===== src/rtl/im_fetch_sequencer_pkg.sv =====
// Shared constants, opcode encodings and the sequencer state type for the
// MAC-engine instruction-memory fetch path.
package im_seq_pkg;

    localparam int unsigned IM_SIZE_DEF   = 2;
    localparam int unsigned IM_FIELDS_DEF = 2;
    localparam int unsigned IM_WIDTH_DEF  = 32;
    localparam int unsigned EXT_W_DEF     = 32;

    localparam logic [3:0] OP_END  = 4'hF;
    localparam logic [3:0] OP_JUMP = 4'hE;

    // Field positions inside field0 of an instruction
    localparam int unsigned OPC_HI = 31;
    localparam int unsigned OPC_LO = 28;
    localparam int unsigned CNT_HI = 27;
    localparam int unsigned CNT_LO = 16;
    localparam int unsigned TGT_HI = 15;
    localparam int unsigned TGT_LO = 0;

    localparam int unsigned CNT_W = CNT_HI - CNT_LO + 1;
    localparam int unsigned TGT_W = TGT_HI - TGT_LO + 1;

    typedef enum logic [1:0] {
        IDLE,
        FETCH,
        ISSUE,
        DONE
    } seq_state_t;

endpackage


===== src/rtl/im_fetch_sequencer_loop_counter.sv =====
// Single-level repeat state for JUMP: decides whether a jump is taken and
// tracks the remaining passes of the active loop body.
module im_loop_counter
    import im_seq_pkg::*;
(
    input  logic             clk,
    input  logic             reset,
    input  logic             i_clear,
    input  logic             i_step,
    input  logic [CNT_W-1:0] i_cnt,
    output logic             o_take
);

    logic             r_active;
    logic [CNT_W-1:0] r_cnt;

    // An idle loop arms from the opcode count; an active one uses what is left
    assign o_take = r_active ? (r_cnt != '0) : (i_cnt != '0);

    always_ff @(posedge clk) begin
        if (reset || i_clear) begin
            r_active <= 1'b0;
            r_cnt    <= '0;
        end else if (i_step) begin
            if (!r_active) begin
                if (i_cnt != '0) begin
                    r_active <= 1'b1;
                    r_cnt    <= i_cnt - 1'b1;
                end
            end else if (r_cnt == '0) begin
                r_active <= 1'b0;
            end else begin
                r_cnt <= r_cnt - 1'b1;
            end
        end
    end

endmodule


===== src/rtl/im_fetch_sequencer.sv =====
// Instruction-memory sequencer: walks PC, issues instructions over valid/ready,
// handles END/JUMP and blocks config-bus IM writes while a program runs.
module im_fetch_sequencer
    import im_seq_pkg::*;
#(
    parameter int unsigned IM_SIZE   = IM_SIZE_DEF,
    parameter int unsigned IM_FIELDS = IM_FIELDS_DEF,
    parameter int unsigned IM_WIDTH  = IM_WIDTH_DEF,
    parameter int unsigned EXT_W     = EXT_W_DEF
) (
    input  logic                          clk,
    input  logic                          reset,
    input  logic                          start,
    output logic                          busy,
    output logic                          done,
    output logic                          error,
    input  logic                          wr_en_ext_in,
    input  logic [EXT_W-1:0]              wr_addr_ext_in,
    input  logic [EXT_W-1:0]              wr_data_ext_in,
    output logic                          wr_en_ext_im,
    output logic [EXT_W-1:0]              wr_addr_ext_im,
    output logic [EXT_W-1:0]              wr_data_ext_im,
    output logic                          wr_reject,
    output logic [31:0]                   PC,
    input  logic [IM_FIELDS*IM_WIDTH-1:0] instruction,
    output logic                          instr_valid,
    input  logic                          instr_ready,
    output logic [IM_FIELDS*IM_WIDTH-1:0] instr_out
);

    seq_state_t                  r_state;
    logic [31:0]                 r_pc;
    logic [IM_FIELDS*IM_WIDTH-1:0] r_instr;
    logic                        r_valid;
    logic                        r_done;
    logic                        r_error;
    logic                        r_wr_reject;

    logic [3:0]       w_op;
    logic [CNT_W-1:0] w_cnt;
    logic [TGT_W-1:0] w_tgt;
    logic             w_last;
    logic             w_tgt_bad;
    logic             w_jump_step;
    logic             w_take;
    logic             w_busy;

    assign w_op      = instruction[OPC_HI:OPC_LO];
    assign w_cnt     = instruction[CNT_HI:CNT_LO];
    assign w_tgt     = instruction[TGT_HI:TGT_LO];
    assign w_last    = (r_pc == 32'(IM_SIZE - 1));
    assign w_tgt_bad = ({16'd0, w_tgt} >= 32'(IM_SIZE));
    assign w_busy    = (r_state != IDLE);

    // Loop state only advances on a JUMP whose target is in range
    assign w_jump_step = (r_state == FETCH) && (w_op == OP_JUMP) && !w_tgt_bad;

    im_loop_counter u_loop (
        .clk     (clk),
        .reset   (reset),
        .i_clear (r_state == DONE),
        .i_step  (w_jump_step),
        .i_cnt   (w_cnt),
        .o_take  (w_take)
    );

    assign busy           = w_busy;
    assign done           = r_done;
    assign error          = r_error;
    assign wr_en_ext_im   = wr_en_ext_in & ~w_busy;
    assign wr_addr_ext_im = wr_addr_ext_in;
    assign wr_data_ext_im = wr_data_ext_in;
    assign wr_reject      = r_wr_reject;
    assign PC             = r_pc;
    assign instr_valid    = r_valid;
    assign instr_out      = r_instr;

    always_ff @(posedge clk) begin
        if (reset) begin
            r_state     <= IDLE;
            r_pc        <= '0;
            r_instr     <= '0;
            r_valid     <= 1'b0;
            r_done      <= 1'b0;
            r_error     <= 1'b0;
            r_wr_reject <= 1'b0;
        end else begin
            r_done      <= 1'b0;
            r_wr_reject <= wr_en_ext_in & w_busy;
            case (r_state)
                IDLE: begin
                    if (start) begin
                        r_state <= FETCH;
                        r_pc    <= '0;
                        r_error <= 1'b0;
                    end
                end
                FETCH: begin
                    if (w_op == OP_END) begin
                        r_state <= DONE;
                    end else if (w_op == OP_JUMP) begin
                        if (w_tgt_bad) begin
                            r_error <= 1'b1;
                            r_state <= DONE;
                        end else if (w_take) begin
                            r_pc <= {16'd0, w_tgt};
                        end else if (w_last) begin
                            r_error <= 1'b1;
                            r_state <= DONE;
                        end else begin
                            r_pc <= r_pc + 32'd1;
                        end
                    end else begin
                        r_instr <= instruction;
                        r_valid <= 1'b1;
                        r_state <= ISSUE;
                    end
                end
                ISSUE: begin
                    if (instr_ready) begin
                        r_valid <= 1'b0;
                        if (w_last) begin
                            r_error <= 1'b1;
                            r_state <= DONE;
                        end else begin
                            r_pc    <= r_pc + 32'd1;
                            r_state <= FETCH;
                        end
                    end
                end
                DONE: begin
                    // done is registered here so it pulses the cycle IDLE is reached
                    r_done  <= 1'b1;
                    r_state <= IDLE;
                end
                default: r_state <= IDLE;
            endcase
        end
    end

endmodule

===== config.mk =====
export PLATFORM = sky130hd
export DESIGN_NAME = im_fetch_sequencer
export DESIGN_NICKNAME = d
export VERILOG_FILES = /design/src/rtl/im_fetch_sequencer_pkg.sv /design/src/rtl/im_fetch_sequencer_loop_counter.sv /design/src/rtl/im_fetch_sequencer.sv
export SDC_FILE = /design/constraint.sdc
export NUM_CORES = 1
export LEC_CHECK = 0
export ABC_AREA = 1
export ABC_CLOCK_PERIOD_IN_PS = 2400
export CORE_ASPECT_RATIO = 0.5
export CORE_MARGIN = 2
export CORE_UTILIZATION = 60
export DETAILED_ROUTE_END_ITERATION = 8
export DONT_BUFFER_PORTS = 1
export GPL_TIMING_DRIVEN = 0
export PLACE_DENSITY = 0.76
export SLEW_MARGIN = 15
export SYNTH_ARGS = -nofsm -noshare
export SYNTH_HDL_FRONTEND = slang
export SYNTH_SLANG_ARGS = --single-unit

===== constraint.sdc =====
create_clock -name clk -period 2.4 [get_ports clk]
set_input_delay 0.24 -clock clk [delete_from_list [all_inputs] [get_ports clk]]
set_output_delay 0.24 -clock clk [all_outputs]
set_load 0.01 [all_outputs]

# After elaboration in Yosys (flattened, before gate mapping)
# Index checks and enable logic that the tools add are counted.
# classes
magnitude_cmp	1
n_bitwise	5
add_sub_neg	3
n_reduce_logical	18
eq_ne	16
muxes	37
# ops
op	count
$mux 32	7
$pmux 32 s3	1
$mux 12	3
$add 32x1->32 const B	1
$eq 32x1->1 const B	1
$reduce_bool 12->1	2
$sub 12x1->12 const B	2
$ge 16x2->1 const B	1
$mux 2	8
$mux 1	15
$logic_not 12->1	1
$ne 2x2->1 const B	6
$reduce_and 6->1	2
$ne 5x5->1 const B	2
$eq 4x4->1 const B	2
$pmux 2 s4	1
$reduce_and 4->1	2
$reduce_and 3->1	2
$reduce_bool 2->1	3
$eq 2x2->1 const B	2
$ne 3x3->1 const B	1
$not 1->1	3
$pmux 1 s3	1
$reduce_bool 3->1	1
other kinds (8)	10
# word_totals
inputBits	133
ff_bits	115
wordCells	89

# Depth between registers and ports, before layout
# Gate-level depths: netlist of the first run.
# depth
word_depth	7
ltp_mapped	12
ltp_nobuf	11

# By module
# From an unflattened synthesis of the first run, not the netlist that was laid out.
# hier_totals
hier_cells	1017
area_unflattened_um2	6677.7
# by_module_without_submodules
module	instances	area_per_inst_um2	cells_per_inst
im_fetch_sequencer	1	5561.6	831
im_loop_counter	1	1116.1	186

# Least setup slack after synthesis of the first run
# OpenSTA, ideal clock, no wires.
# synth_timing
kind	flip-flop to flip-flop
from	register r_state[0]
to	register r_pc[1], in the netlist PC[1]
stages_incl_launch_ff	12
t_required_ns	2.330
synth_period_minus_slack_ns	1.756
slack_ns	0.644
setup_ns	0.070
arrival_ns	1.685
cell_sequence	dfxtp_1 inv_1 ha_1 inv_1 or2_2 nand3_1 nor2_2 nand3_2 nor2_4 buf_6 nand2_1 a21oi_1
# synth_via
elab_chain_len	3
# synth_lines
element	line_no	source
start, declared	im_fetch_sequencer.sv:31	seq_state_t r_state;
start signal, assigned	im_fetch_sequencer.sv:80	r_state <= IDLE;
start signal, assigned	im_fetch_sequencer.sv:93	r_state <= FETCH;
start signal, assigned	im_fetch_sequencer.sv:100	r_state <= DONE;
$eq 2x1->1 (tied with other cells)	im_fetch_sequencer.sv:90	case (r_state)
$ne 2x1->1 (no source line) (tied with other cells)	--	
$reduce_and 6->1 (no source line)	--	
end signal, assigned	im_fetch_sequencer.sv:106	r_pc <= {16'd0, w_tgt};
end signal, assigned	im_fetch_sequencer.sv:111	r_pc <= r_pc + 32'd1;
end signal, assigned	im_fetch_sequencer.sv:126	r_pc <= r_pc + 32'd1;
end, declared	im_fetch_sequencer.sv:32	logic [31:0] r_pc;
# Several ways; a longest one is shown, not always the timed one.
# A chain may end at the register's enable or synchronous reset.

# Worst setup path after layout of the first run
# layout_timing
from	register r_state[1]
to	register r_pc[19], in the netlist PC[19]
# Same word-level chain as after synthesis.

==> results of run 1 <==
[logic make-up (layout without fill, tap and decap cells)]
kind of cell / after synthesis / after routing / synth area share
xor gates and xnor gates: 23 / 23 / 0.0316
and+or+nand+nor: 516 / 516 / 0.327
AOI/OAI and AO/OA: 147 / 147 / 0.117
adders and majority gates: 7 / 7 / 0.0137
buffers and inverters: 178 / 251 / 0.149
DFF: 115 / 115 / 0.361
[worst max-delay path, delay by kind of cell, from the launching register on]
| family | cells | cell delay [ns] |
|---|---|---|
| buf+inv | 3 | 0.47 |
| fa+ha+maj | 1 | 0.24 |
| flops | 1 | 0.44 |
| compound gates | 1 | 0.12 |
| simple gates | 6 | 0.80 |
[worst max path at each step]
stage / end / cells after the start
after CTS: PC[25]$_SDFFE_PP0P_ / 11
after floorplan: PC[1]$_SDFFE_PP0P_ / 11
after detailed placement: PC[25]$_SDFFE_PP0P_ / 11
after global routing: PC[25]$_SDFFE_PP0P_ / 11
final: PC[19]$_SDFFE_PP0P_ / 11
after global placement: PC[29]$_SDFFE_PP0P_ / 11
[where the power goes]
group	internal (W)	total (W)	switching (W)
Clock	0.00166	0.00259	0.000933
Combinational	0.000370	0.000999	0.000629
Sequential	0.00213	0.00239	0.000261
Total	0.00416	0.00599	0.00182
[cell type report]
type	instances	area (um2)	area share
Multi-Input combinational cell	693	3120	0.412
Sequential cell	115	2300	0.305
Buffer	99	656	0.0867
Clock buffer	20	447	0.0591
Timing Repair Buffer	41	410	0.0543
Inverter	79	297	0.0392
Tap cell	140	175	0.0232
Clock inverter	12	155	0.0205
[registers in the layout, summed over array words and instances (netlist names)]
name	count
PC	32
done	1
error	1
instr_out	64
instr_valid	1
r_state	2
u_loop.r_active	1
u_loop.r_cnt	12
wr_reject	1
[metrics by stage]
stage                util  worst slack, ns
floorplan               -            0.644
finish              0.735            0.256
global route        0.735           0.0835
global placement    0.637            0.348
CTS                 0.735            0.265
detailed placement  0.637            0.288
[synthesized netlist by cell type, types with 2 or more instances]
cell type	instances	share of area
sky130_fd_sc_hd__dfxtp_1	115	0.36
sky130_fd_sc_hd__inv_1	71	0.042
sky130_fd_sc_hd__nor2_2	7	0.0069
sky130_fd_sc_hd__o21ai_0	71	0.056
sky130_fd_sc_hd__xor2_1	16	0.022
sky130_fd_sc_hd__a21oi_1	65	0.051
sky130_fd_sc_hd__nand3_1	30	0.024
sky130_fd_sc_hd__inv_2	6	0.0035
sky130_fd_sc_hd__buf_6	4	0.0071
sky130_fd_sc_hd__clkbuf_1	24	0.014
sky130_fd_sc_hd__nor3_2	2	0.0031
sky130_fd_sc_hd__ha_1	7	0.014
sky130_fd_sc_hd__buf_2	5	0.0039
sky130_fd_sc_hd__clkinv_1	2	0.0012
sky130_fd_sc_hd__nor2_1	203	0.12
sky130_fd_sc_hd__buf_4	66	0.078
sky130_fd_sc_hd__nand2_1	251	0.15
sky130_fd_sc_hd__nand3_2	2	0.0031
sky130_fd_sc_hd__nand4_1	7	0.0069
sky130_fd_sc_hd__nor2_4	4	0.0071
sky130_fd_sc_hd__nor3_1	4	0.0031
sky130_fd_sc_hd__a31oi_1	3	0.0029
sky130_fd_sc_hd__xnor2_1	7	0.0096
sky130_fd_sc_hd__o21ai_1	6	0.0047
sky130_fd_sc_hd__or2_2	3	0.0029
[layout by cell type (no fill, tap or decap), types with 7 or more instances in the layout]
cell type	synthesis	layout
sky130_fd_sc_hd__a21oi_1	65	65
sky130_fd_sc_hd__ha_1	7	7
sky130_fd_sc_hd__nand2_1	251	251
sky130_fd_sc_hd__dlygate4sd3_1	0	41
sky130_fd_sc_hd__nand4_1	7	7
sky130_fd_sc_hd__buf_4	66	66
sky130_fd_sc_hd__o21ai_0	71	71
sky130_fd_sc_hd__nor2_1	203	203
sky130_fd_sc_hd__nand3_1	30	30
sky130_fd_sc_hd__xnor2_1	7	7
sky130_fd_sc_hd__clkbuf_16	0	17
sky130_fd_sc_hd__xor2_1	16	16
sky130_fd_sc_hd__clkbuf_1	24	26
sky130_fd_sc_hd__nor2_2	7	7
sky130_fd_sc_hd__inv_1	71	71
sky130_fd_sc_hd__dfxtp_1	115	115
[per-layer routing]
layer  up-vias  routed length (um)
met2       285                8780
met4         0                 476
met1      2892                7210
met5         -                   0
li1       3146                   -
met3        48                1570
==> run summary, run 1 <==
Number of global-route vias before repair: 5947. The number of cells traversed by the worst hold path is 2. 0 antenna diodes ended up in the layout.

The library cell appearing most often on the critical path is sky130_fd_sc_hd__inv_1. The number of failing hold endpoints at the final stage was 0. TritonCTS built the clock tree. The fraction of met1 tracks used by global routing was 0.349. The critical path goes through inv_1 > ha_1 > inv_1 > or2_2 > nand3_1 > nor2_2 > nand3_2 > nor2_4 > buf_6 > nand2_1 > a21oi_1.

In this run the critical register-to-register path is captured at PC[19]$_SDFFE_PP0P_. Clock tree synthesis inserted a total of 17 buffers. In this run the clock root is driven by a sky130_fd_sc_hd__clkbuf_16. The detailed router finished its first iteration with 400 violations. Counting flops and latches in the post-synthesis netlist gives 115. For the final routed database, the setup TNS stands at 0 ns. The die extent in x came out at 150 um. The setup clock skew after layout is 0.0122 ns, and the final-stage net count is 1186.

The final worst-path cycle share was 0.893. The cell area that synthesis handed to floorplanning was 6370 um2. The logs give 0.308 for the global-route usage over all layers and 0.530 for the global-route met2 utilization.

Compared with the post-synthesis result, the final layout area differs by 18.6%. The proportion of register bits with asynchronous set or reset after synthesis is 0. Setup repair after global routing left no endpoint under its margin.

The weighted congestion reported at the end of routability-driven placement was 0.923. For this block, the via count after detailed routing is 6371. Clock slew at the register clock pins of the worst setup and hold paths: 0.06 ns. After detailed routing, the number of remaining DRC violations is 0.

The proportion of synthesized chip area in sequential cells was 0.361; the synthesized area per cell was 6.46 um2. After detailed routing, the average wire length per cell comes to 15.0 um. Among all flip-flop cells after synthesis, the most frequent one is sky130_fd_sc_hd__dfxtp_1.

Number of input and output port buffers inserted: 0. The number of primary I/O pins came out at 299. Static timing analysis puts the maximum clock frequency at 466 MHz.

The run gives 30 as the number of distinct standard cells referenced by the synthesized netlist. The start-to-end type of the worst setup path is reg -> reg. Of all nets on the critical path, the largest fanout is 10. The total setup violations reported at the end of the flow is 0. The path class of the tightest hold or removal check is in -> reg. The overall routed net length was 18.0 mm. Data arrives at the worst endpoint at 2.48 ns.

The run gives 0.102 as the routing usage on met3. Dividing the detail-routed via count by the number of cells gives 5.31. Initial antenna violation count: 0. The clock passes through at most 2 buffers. The run gives 0.620 as the initial core utilization. The die area is 11500 um2, and the actual transition at the worst max-transition pin is 0.578 ns.

Number of pins with negative max-slew slack in the final report: 0. For this run, the number of standard cells in the final layout without fillers is 1199. Synthesis produced a netlist whose cell count is 986. The tools report the area of all placed cells without fillers as 7560 um2. The startpoint of the worst hold path is instruction[36]. For this design the static power due to leakage is 3.23 nW.

Fill cells in the final layout number 870. Overall die height: 76.9 um. CTS built an H-tree with a depth of 4. The number of antenna-violating nets in the routed design came out at 0. The clock reaches the later pin of the worst-skew pair after 0.42 ns. The number of hold buffers added after CTS was 41.

The number of placed instances, taps included, is 1126. The most crowded layer after global routing is met2. Max-cap violations in this run came to 0. Power density over cell area: 792 nW/um2. After floorplanning, the core was divided into 26 placement rows. The worst-case IR drop observed on VDD is 0.476 mV.

The fraction of final layout cells sized beyond drive strength 1 works out to 0.123. Instance area after placement: 6550 um2. In this run, synthesis inferred 0 flip-flops with an integrated enable. Placeable core region: 10300 um2.

The slowest stage of the critical path is the sky130_fd_sc_hd__dfxtp_1 cell. Hold timing on the final database bottoms out at a slack of 0.00431 ns. Entering global routing, the biggest net connects 17 pins. The worst path needs 2.14 ns of the cycle, external delays included. The depth of the worst register-to-register path works out to 11.

The logs give 0.00599 W for the post-layout total power and 0 for the post-CTS resize count. When the netlist entered floorplanning its net count stood at 1126. The tools report the source of the critical timing path as r_state[1]$_SDFFE_PP0P_.

Launch instance of the worst register-to-register path: r_state[1]$_SDFFE_PP0P_. Summed over all nets, the half-perimeter wirelength after detailed placement is 13.0 mm. The logs give 0 for the count of warnings emitted by yosys and 115 for the number of clock sinks. For the worst slew slack as a fraction of its limit, the log shows 0.615. The first global-routing pass estimated 28.3 mm of wire. The startpoint type of the worst setup path was a flop. The flop-to-flop setup slack is 0.26 ns.

The pre-antenna-repair detailed-routing pass consisted of 5 iterations. At the worst endpoint, the required time is 2.74 ns. The largest single stage delay on the critical path is 0.44 ns.

The sort of element at the end of the critical path was a flop. The end point of the worst hold path was instr_out[36]$_SDFFE_PP0P_. Buffers added to address setup during post-CTS repair amount to 0. For the total grt overflow, the log shows 0.

The run finished with clean final reports.
Power figures use the tool's default switching activity.
==> inputs of run 2 (changes only) <==
Settings changed: SYNTH_HIERARCHICAL set to 1.
==> run summary, run 2 <==
The run gives 0.558 (-0.0567) as the worst slew slack as a fraction of its limit. For the global-route wire length before repair, the log shows 31.1 mm (+9.8%). The proportion of synthesized chip area in sequential cells came out at 0.345 (-0.0165). The flow ran to the end, but the final reports show violations. The logs give 4 (unchanged) for the number of H-tree levels and 0 (unchanged) for the total grt overflow. Most frequent cell after synthesis: sky130_fd_sc_hd__nor2_1. The final critical-path required period works out to 2.21 ns (+0.0701 ns). The gate count of the mapped netlist is 1017 (+3.1%), and the number of buffers added by the clock tree synthesis step is 17 (unchanged). The run gives 0.612 (-0.00792) as the initial core utilization. For the maximum clock insertion buffer count, the log shows 2 (unchanged). met2 is the most crowded layer. The detailed placement HPWL was 14.5 mm (+12%); the buffer and inverter count on the worst path was 5 (+2). The overall routed net length is 19.8 mm (+9.6%). The detailed-route vias per instance works out to 5.43 (+2.1%).

Counting stages on the worst path, the most repeated cell is sky130_fd_sc_hd__inv_1. The fraction of synthesized cell area taken by the top area cell type came out at 0.345 (-0.0165). The area growth from synthesis to layout is 15.9%. The number of global-route vias before repair came out at 6315 (+6.2%). Insertion delay of the later-clocked pin in the worst-skew pair: 0.43 ns (about the same). The count of warnings emitted by yosys is 6 (+6).

By area the synthesized netlist is led by sky130_fd_sc_hd__dfxtp_1 (34%), sky130_fd_sc_hd__nor2_1 (12%), sky130_fd_sc_hd__nand2_1 (12%). The power density over cell area was 795 nW/um2 (+0.39%); the clock slew at the register clock pins of the worst setup and hold paths was 0.06 ns (about the same). The arrival time of data at the critical path endpoint was 2.52 ns (+0.04 ns); the required time at the endpoint of the critical path was 2.71 ns (-0.03 ns). The worst hold slack is -0.00415 ns (-0.00847 ns), and the number of distinct standard cells referenced by the synthesized netlist is 39 (+30%).

The library cells used most frequently in the layout, excluding fill and tap cells, are sky130_fd_sc_hd__nor2_1 (208), sky130_fd_sc_hd__nand2_1 (207), sky130_fd_sc_hd__dfxtp_1 (114). For the initial antenna violation count, the log shows 0 (unchanged). The violation count after the first detailed-routing iteration was 490 (+23%); the post-synth net total was 1157 (+2.8%). The proportion of register bits with asynchronous set or reset after synthesis works out to 0 (unchanged).

The final worst-path cycle share is 0.923 (+0.0292). The cell class contributing the biggest share of worst-path delay was buffers and inverters. The tools report the global-route met2 utilization as 0.568 (+0.0376).

The number of input and output port buffers inserted was 0 (unchanged). The logs give 0 (unchanged) for the antenna diode count and 1206 (+1.7%) for the final-stage net count. Among all flip-flop cells after synthesis, the most frequent one is sky130_fd_sc_hd__dfxtp_1. The tools report the die area as 12000 um2 (+4.6%). The synthesized design spends more area on one cell type than any other, namely sky130_fd_sc_hd__dfxtp_1. Class of the most critical hold timing path: in -> reg. The post-CTS setup repair buffer count came out at 0 (unchanged). The actual transition at the worst max-transition pin is 0.661 ns (+0.0827 ns), and the routing usage on met3 is 0.0878 (-0.0146). Biggest cell delay along the critical path: 0.42 ns (-0.02 ns). The tree is rooted in a sky130_fd_sc_hd__clkbuf_16.

The fraction of final layout cells sized beyond drive strength 1 is 0.151 (+0.0283), and the number of pins with negative max-slew slack in the final report is 0 (unchanged). The total iterations of the first detailed-routing run was 5 (unchanged); the maximum operating frequency was 452 MHz (-3.2%). The checks that failed: hold timing. Walking the worst path, the cells encountered are inv_1 > ha_1 > inv_1 > o21ai_1 > inv_1 > nand2_1 > nor2_4 > nand2_2 > inv_2 > o21ai_1 > nand2_1 > buf_4 > nor2_1.

The total setup violations reported at the end of the flow was 0 (unchanged); the count of flip-flops with a built-in enable after synthesis was 0 (unchanged). The number of failing hold endpoints at the final stage was 6 (+6); the highest fanout seen on the critical path was 10 (unchanged). The number of clock sinks was 115 (unchanged). Number of flip-flops and latches in the synthesized netlist: 115 (unchanged).

Slowest cell on the critical path: sky130_fd_sc_hd__dfxtp_1. The global-route usage over all layers came out at 0.322 (+0.0140). TritonCTS built the clock tree. The weighted congestion reported at the end of routability-driven placement was 0.971 (+5.3%).

For the number of remaining DRC errors, the log shows 0 (unchanged). The fraction of met1 tracks used by global routing was 0.378 (+0.0284). The number of antenna-violating nets in the routed design is 0 (unchanged). The tools report the count of maximum capacitance violations as 0 (unchanged). The average wire per cell in the routed design was 16.1 um (+7.3%); the number of vias after detailed routing was 6641 (+4.2%). The synthesized area was 6680 um2 (+4.8%).

The leakage power was 3.43 nW (+6.2%). Setup repair after global routing left no endpoint under its margin. The logs give 17 (unchanged) for the largest net degree at the start of global routing and 27 (+3.8%) for the site row count. Number of flip-flops in the largest register: 64 (unchanged). The synthesized area per cell came out at 6.57 um2 (+1.6%). The logs give 0.00615 W (+2.7%) for the post-layout total power and 0 ns (unchanged) for the final sum of negative setup slack. The setup path with the least slack is of type reg -> reg. Number of primary I/O pins: 299 (unchanged). The placeable core region was 10900 um2 (+6.1%); the setup clock skew after layout was 0.0111 ns (-0.00107 ns). The library cell used most frequently in the layout, excluding fill and tap cells, is sky130_fd_sc_hd__nor2_1.

The worst setup path is captured at a flop. The overall die height is 78.6 um (+2.2%), and the peak supply drop is 0.478 mV (+0.27%). Die extent in x: 153 um (+2.3%). Ranked by instance count, the synthesized netlist is headed by sky130_fd_sc_hd__nor2_1 (208), sky130_fd_sc_hd__nand2_1 (207), sky130_fd_sc_hd__dfxtp_1 (115). STA classifies the critical path startpoint as a flop.
==> run 2: changes by cell type in the layout (fill, tap and decap cells not counted), sizes merged, moves of 5 or more <==
| cell | previous run | this run |
|---|---|---|
| nor2 | 214 | 227 |
| nand2 | 252 | 222 |
| nand3 | 32 | 61 |
| nor3 | 6 | 17 |
| o21ai | 77 | 88 |
| dlygate4sd3 | 41 | 30 |
| inv | 79 | 108 |
| a21oi | 65 | 44 |
| xor2 | 16 | 11 |
| clkbuf | 44 | 39 |
| xnor2 | 7 | 2 |
==> run 2: worst register-to-register path: stages (launching register included) <==
cell and delay (ns):
sky130_fd_sc_hd__dfxtp_1 0.42, sky130_fd_sc_hd__inv_1 0.12, sky130_fd_sc_hd__ha_1 0.21, sky130_fd_sc_hd__inv_1 0.16
sky130_fd_sc_hd__o21ai_1 0.08, sky130_fd_sc_hd__inv_1 0.08, sky130_fd_sc_hd__nand2_1 0.09, sky130_fd_sc_hd__nor2_4 0.15
sky130_fd_sc_hd__nand2_2 0.12, sky130_fd_sc_hd__inv_2 0.12, sky130_fd_sc_hd__o21ai_1 0.07, sky130_fd_sc_hd__nand2_1 0.16
sky130_fd_sc_hd__buf_4 0.24, sky130_fd_sc_hd__nor2_1 0.08
==> run 2: timing repair <==
item                                    in CTS  in global routing
gates resized for setup                      0                  4
endpoints found under the hold margin       30                  0
endpoints found under the setup margin       0                 17
hold buffers                                30                  0
==> run 2: cell families after synthesis <==
group,count (synthesis),share of synthesized area
AND/OR/NAND/NOR,543,0.363
buffers and inverters,202,0.157
AO/OA/AOI/OAI,137,0.105
flip-flops,115,0.345
XOR/XNOR,13,0.0171
adder cells (fa/ha/maj),7,0.0131
==> run 2: metrics by stage <==
stage | setup slack (ns) | std cells | util | instance area (um2) | hold slack [ns]
2_1_floorplan | 0.550 | 1017 | - | 6680 | 0.319
3_3_place_gp | 0.154 | 1162 | 0.629 | 6860 | 0.324
3_5_place_dp | 0.138 | 1162 | 0.629 | 6860 | 0.323
4_1_cts | 0.106 | 1224 | 0.708 | 7730 | 0.000840
5_1_grt | 0.0510 | 1224 | 0.709 | 7740 | 0.00296
6_report | 0.186 | 1224 | 0.709 | 7740 | -0.00415
==> run 2: power by group <==
part	leakage, nW	internal, W	total, W	switching [W]
Combinational	2.23	0.000424	0.00124	0.000818
Sequential	0.939	0.00215	0.00245	0.000293
Clock	0.265	0.00146	0.00246	0.00101
Total	3.43	0.00403	0.00615	0.00212
==> run 2: per-layer routing <==
metal | part of all wire | vias up | wire length, um
met2 | 0.49 | 327 | 9590
met1 | 0.39 | 3019 | 7750
met3 | 0.095 | 48 | 1890
met5 | 0 | - | 0
met4 | 0.027 | 0 | 524
li1 | - | 3247 | -
==> run 2: cell type report <==
class                   count  area, um2
multi-input cells         700       3330
fillers                   944       3170
flip-flops and latches    115       2300
plain buffers              95        649
clock buffers              18        439
inverters                 107        404
repair buffers             30        300
well taps                 145        181
clock inverters            14        130
==> run 2: path summary, 6_finish.rpt <==
kind                                 from                      endpoint  slack (ns)  cells after the start
min reg2reg  u_loop/r_cnt[2]$_SDFFE_PP0P_  u_loop/r_cnt[2]$_SDFFE_PP0P_        0.47                      2
max reg2reg       r_state[1]$_SDFFE_PP0P_           PC[17]$_SDFFE_PP0P_        0.19                     13
min                       instruction[11]    instr_out[11]$_SDFFE_PP0P_      -0.004                      2
max               r_state[1]$_SDFFE_PP0P_           PC[17]$_SDFFE_PP0P_        0.19                     13
